## src/rtl/reset_sequencer.sv

```systemverilog
// reset_sequencer
//   Releases N_STAGES downstream reset domains one at a time, in index order.
//   A domain is released only after the previous one reports ready. Each
//   stage has a ready timeout, and any ready that drops later is treated as
//   a fault. sys_ready is raised once every domain is up. A fault is latched
//   together with the index of the offending stage, and every domain is put
//   back into reset.
//
//   Optional build macro: RESET_SEQ_RETRY_EN
//     When defined, the first two WAIT timeouts do not fault. Instead they
//     restart the whole HOLD/release sequence, and the third timeout faults.
//     Ready-drop faults never retry.
//     When undefined, the first timeout faults and no retry logic is built.
module reset_sequencer #(
  parameter int N_STAGES    = 4,
  parameter int HOLD_CYCLES = 16,
  parameter int TIMEOUT     = 255
) (
  input  logic                clk,
  input  logic                sync_reset,
  input  logic                clk_enable,
  input  logic [N_STAGES-1:0] stage_ready,
  output logic [N_STAGES-1:0] stage_reset,
  output logic                sys_ready,
  output logic                fault,
  output logic [2:0]          fault_stage
);

  localparam int HW = $clog2(HOLD_CYCLES) + 1;
  localparam int TW = $clog2(TIMEOUT) + 1;

  localparam logic [HW-1:0] HOLD_LAST = HW'(HOLD_CYCLES - 1);
  localparam logic [TW-1:0] TMO_LAST  = TW'(TIMEOUT - 1);
  localparam logic [2:0]    LAST_IDX  = 3'(N_STAGES - 1);

  typedef enum logic [1:0] {
    S_HOLD,
    S_WAIT,
    S_RUN,
    S_FAULT
  } state_t;

  state_t        state;
  logic [HW-1:0] hold_cnt;
  logic [TW-1:0] tmo_cnt;
  logic [2:0]    idx;
`ifdef RESET_SEQ_RETRY_EN
  logic [1:0]    retry_cnt;
`endif

  logic       cur_ready;
  logic       drop_below;
  logic [2:0] drop_idx;
  logic       any_low;
  logic [2:0] low_idx;

  // Reset mask in which stages 0..last stay released and all higher stages stay held.
  function automatic logic [N_STAGES-1:0] held_mask(input logic [2:0] last);
    logic [N_STAGES-1:0] m;
    for (int j = 0; j < N_STAGES; j++) begin
      m[j] = (3'(j) > last);
    end
    return m;
  endfunction

  // Decode the ready of the current stage and find the lowest low ready bit,
  // both among the released stages below idx and across all stages.
  always_comb begin
    // NOTE: every output of this block gets a default first, so no path
    // through the loop leaves a value unassigned and no latch can be inferred.
    cur_ready  = 1'b0;
    drop_below = 1'b0;
    drop_idx   = 3'd0;
    any_low    = 1'b0;
    low_idx    = 3'd0;
    // The loop runs downward, so the last match it keeps is the lowest index.
    for (int j = N_STAGES - 1; j >= 0; j--) begin
      if (3'(j) == idx) cur_ready = stage_ready[j];
      if (!stage_ready[j]) begin
        any_low = 1'b1;
        low_idx = 3'(j);
        if (3'(j) < idx) begin
          drop_below = 1'b1;
          drop_idx   = 3'(j);
        end
      end
    end
  end

  // Sequencer FSM. All outputs are registered here.
  always_ff @(posedge clk) begin
    // NOTE: state is written with non-blocking assignments only. Every
    // right-hand side then sees the values from before this edge.
    if (sync_reset) begin
      state       <= S_HOLD;
      stage_reset <= '1;
      sys_ready   <= 1'b0;
      fault       <= 1'b0;
      fault_stage <= 3'd0;
      hold_cnt    <= '0;
      tmo_cnt     <= '0;
      idx         <= 3'd0;
`ifdef RESET_SEQ_RETRY_EN
      retry_cnt   <= 2'd0;
`endif
    end else begin
      case (state)
        S_HOLD: begin
          // Only enabled edges count toward the hold time.
          if (clk_enable) begin
            if (hold_cnt == HOLD_LAST) begin
              state       <= S_WAIT;
              idx         <= 3'd0;
              tmo_cnt     <= '0;
              stage_reset <= held_mask(3'd0);
            end else begin
              hold_cnt <= hold_cnt + 1'b1;
            end
          end
        end

        S_WAIT: begin
          if (drop_below) begin
            // A stage that was already up has lost ready. This check
            // outranks both advancing and the timeout.
            state       <= S_FAULT;
            fault       <= 1'b1;
            fault_stage <= drop_idx;
            stage_reset <= '1;
            sys_ready   <= 1'b0;
          end else if (cur_ready) begin
            tmo_cnt <= '0;
            if (idx == LAST_IDX) begin
              state     <= S_RUN;
              sys_ready <= 1'b1;
            end else begin
              idx         <= idx + 3'd1;
              stage_reset <= held_mask(idx + 3'd1);
            end
          end else if (tmo_cnt == TMO_LAST) begin
`ifdef RESET_SEQ_RETRY_EN
            if (retry_cnt != 2'd2) begin
              // Re-hold every domain and run the whole sequence again.
              state       <= S_HOLD;
              hold_cnt    <= '0;
              tmo_cnt     <= '0;
              idx         <= 3'd0;
              stage_reset <= '1;
              retry_cnt   <= retry_cnt + 2'd1;
            end else begin
              state       <= S_FAULT;
              fault       <= 1'b1;
              fault_stage <= idx;
              stage_reset <= '1;
              sys_ready   <= 1'b0;
            end
`else
            state       <= S_FAULT;
            fault       <= 1'b1;
            fault_stage <= idx;
            stage_reset <= '1;
            sys_ready   <= 1'b0;
`endif
          end else begin
            tmo_cnt <= tmo_cnt + 1'b1;
          end
        end

        S_RUN: begin
          if (any_low) begin
            state       <= S_FAULT;
            fault       <= 1'b1;
            fault_stage <= low_idx;
            stage_reset <= '1;
            sys_ready   <= 1'b0;
          end
        end

        S_FAULT: begin
          // Sticky. Only sync_reset leaves this state.
        end

        default: begin
          state <= S_FAULT;
        end
      endcase
    end
  end

endmodule

```

## config.mk

```make
export PLATFORM = sky130hd
export DESIGN_NAME = reset_sequencer
export DESIGN_NICKNAME = d
export VERILOG_FILES = /design/src/rtl/reset_sequencer.sv
export SDC_FILE = /design/constraint.sdc
export NUM_CORES = 1
export LEC_CHECK = 0
export ABC_AREA = 0
export CORE_ASPECT_RATIO = 0.6
export CORE_UTILIZATION = 52
export CTS_CLUSTER_DIAMETER = 30
export CTS_CLUSTER_SIZE = 25
export DETAILED_ROUTE_END_ITERATION = 8
export GPL_ROUTABILITY_DRIVEN = 0
export PLACE_DENSITY_LB_ADDON = 0.12
export SLEW_MARGIN = 5
export SYNTH_ARGS = -nofsm -noshare
export SYNTH_HDL_FRONTEND = slang
export SYNTH_SLANG_ARGS = --single-unit
```

## constraint.sdc

```tcl
create_clock -name clk -period 2.6 [get_ports clk]
set_input_delay 0.39 -clock clk [delete_from_list [all_inputs] [get_ports clk]]
set_output_delay 0.39 -clock clk [all_outputs]
set_load 0.05 [all_outputs]
```

==> reports/results.ini, run 1 <==
[status]
status=complete, no violations

[synth]
synth_edf_count=0
post_synth_num_cell_types=53
syn_inst=217
synth_top_area_share=0.3118
ys_ff_latch=28
ys_top_cells_by_area=dfxtp_1 (31%), ha_1 (9.0%), nor2_1 (4.8%)
synthFlopType=dfxtp_1
avgSynthCellArea_um2=8.286
synthArstFlopShare=0
synth_fp_nets=237
ys_seq_area_frac=0.3118
synth_area_um2=1798
synth_top_area_cell=dfxtp_1
synth.yosys.warnings=0

[setup_path]
arrival_ns=2.62
required_ns=2.81
crit_type=flip-flop to flip-flop
crit_fanout=7
crit_path_start_kind=flip-flop
worst_setup_path_end_kind=flip-flop

[cts]
cts_tree=yes
clock_latency_ns=0.28
clk_path_buf_depth=2
htree_levels=1
cts-root-buf=clkbuf_8
clk_pin_slew_ns=0.09
cts-hold-fix-buffers=0
cts_resized=0
clock_sinks=28
post_cts_buffers=0
cts_made_buffers=3

[floorplan]
die_x_um=77.91
initial_core_util=0.5476
core_area_um2=3283
die_y_um=47.55
top_level_ports=16
fp-row-count=16
die_area_um2=3704

[global_routing]
grt_antenna_before_repair=0
grt_pass1_vias=1518
grt-ovfl-total=0
grt_pass1_wl_um=7362
grt_usage=0.2655
grt_max_degree=24

[pwr]
powerDensity_nw_per_um2=627.4
power_leakage_nw=0.7834
ir_drop_mv=0.5531

[detailed_routing]
wirelength_um=4550
drc=0
via_count=1753
antenna_left=0
viasPerCell=6.129
drt_iter0_markers=171
routedWlPerCell_um=15.91
drtPass1Iterations=5

[sta]
hold_violations=0
fin_crit_sh=0.9276
finClkSkew_ns=0.002216
fin_ws_ns=0.1883
maxSlewViolCount=0
setup_viol=0
min_period_ns=2.412
max_freq_mhz=414.7
max_slew_margin=0.6573
rsz0062_at_grt=no
finalSetupTns_ns=0
worstMarginPinSlew_ns=0.5087

[placement]
io_buffers=15
place_area_um2=2058
dp_hpwl_um=3509
post-place-ws_ns=0.09137
numPlacedInstances=282

[cells_and_area]
ff_latch_area_um2=560.5
instances_no_fill=286
nNetsFinal=262
area.growth.synth_to_final_pct=17.54
layout-drive-gt1-share=0.1162
final_area_um2=2113
n_antenna_cell=0
multi_input_area_um2=1152
fill_cells=296

[hold_path]
hold_class=flip-flop to flip-flop

[flow_run]
drv_cap=0

[placed cells by master (no fill, tap or decap), types with 2 or more instances in the layout]
master / instances
buf_4: 13
o21ai_2: 2
nor4_1: 2
and3_1: 4
a221o_1: 2
dfxtp_1: 28
nand2b_1: 5
ha_1: 13
nand4bb_1: 2
nor2_1: 23
nor2b_1: 3
nand2_1: 15
or3_1: 6
o31ai_1: 4
a211oi_1: 3
a21boi_1: 3
o2111ai_1: 2
a21oi_1: 13
or4_1: 2
mux2i_1: 6
inv_1: 11
o21ai_0: 10
nand4_1: 3
clkbuf_8: 4
xnor2_1: 2
xor2_1: 2
clkdlybuf4s50_1: 15
nand3_1: 9
nor3_1: 7
a21boi_0: 3
o311ai_0: 2
a311oi_1: 2
[path summary, 6_finish.rpt]
kind | start | cells past startpoint | endpoint | slack [ns]
max reg2reg | idx[0] | 8 | sys_ready | 0.19
max | idx[0] | 8 | sys_ready | 0.19
min | fault | 2 | fault | 0.48
min reg2reg | fault | 2 | fault | 0.48
[final cells by class]
class,instances,share of cell area
clock buffer,4,0.02605
inverter,11,0.01954
multi-input combinational,170,0.5453
sequential,28,0.2652
tap,45,0.02664
timing repair buffer,28,0.1172
[through the flow]
| stage | total power [W] | hold WS (ns) | util |
|---|---|---|---|
| finish | 0.001326 | 0.4829 | 0.6437 |
| global route | 0.001410 | 0.5002 | 0.6437 |
| CTS | 0.001331 | 0.4839 | 0.6437 |
| detailed placement | 0.001056 | 0.4689 | 0.6269 |
| global placement | 0.001044 | 0.4502 | 0.6269 |
| floorplan | 0.0009074 | 0.4375 | - |
[where the power goes]
| part | internal [W] | switching [W] | total (W) |
|---|---|---|---|
| registers | 0.000479 | 0.0000321 | 0.000511 |
| logic | 0.000200 | 0.000343 | 0.000543 |
| clock network | 0.000136 | 0.000136 | 0.000272 |
[critical path, cell delays in order (launching register included)]
cell	delay [ns]
dfxtp_1	0.34
inv_1	0.14
ha_1	0.31
and3b_1	0.20
nor4_1	0.36
o21ai_2	0.20
o2111a_1	0.20
or4_1	0.41
a21oi_1	0.18
[sequential cells by signal, indices dropped and copies added, names as in the netlist]
register	cells
tmo_cnt	9
fault_stage	3
sys_ready	1
stage_reset	4
hold_cnt	5
idx	3
fault	1
state	2
[metal layers]
layer  up-vias  wire length (um)  track usage
met3         8               360      0.05143
met1       821              2253       0.3898
met5         -                 0            0
met4         0                61      0.09259
li1        841                 -            -
met2        83              1875       0.3912
[logic make-up (layout without fill, tap and decap cells)]
group / after synthesis / in the layout / share of synthesized area
flip-flops: 28 / 28 / 0.3118
multiplexers: 6 / 6 / 0.03340
AND/OR/NAND/NOR: 91 / 91 / 0.2784
buffers and inverters: 19 / 43 / 0.04732
XOR/XNOR: 4 / 4 / 0.01949
adder cells (fa/ha/maj): 13 / 13 / 0.09047
AO/OA/AOI/OAI: 56 / 56 / 0.2192
[cell usage after synthesis, drive strengths merged, types with 3 or more instances]
cell type and number:
a211oi 3, a21boi 6, a21oi 14, and3 4, buf 4, clkbuf 4
dfxtp 28, ha 13, inv 11, mux2i 6, nand2 16, nand2b 5
nand3 9, nand4 4, nor2 23, nor2b 3, nor3 8, nor4 3
o21ai 13, o31ai 4, or3 6
(Power assumes the default switching activity.)
==> inputs of run 2 (changes only) <==
--- a/config.mk
+++ b/config.mk
@@ -9,7 +9,7 @@
 export CORE_ASPECT_RATIO = 0.6
 export CORE_UTILIZATION = 52
 export CTS_CLUSTER_DIAMETER = 30
-export CTS_CLUSTER_SIZE = 25
+export CTS_CLUSTER_SIZE = 16
 export DETAILED_ROUTE_END_ITERATION = 8
 export GPL_ROUTABILITY_DRIVEN = 0
 export PLACE_DENSITY_LB_ADDON = 0.12
==> results of run 2 <==
The final DEF is identical to that of run 1; final timing and power are the same.
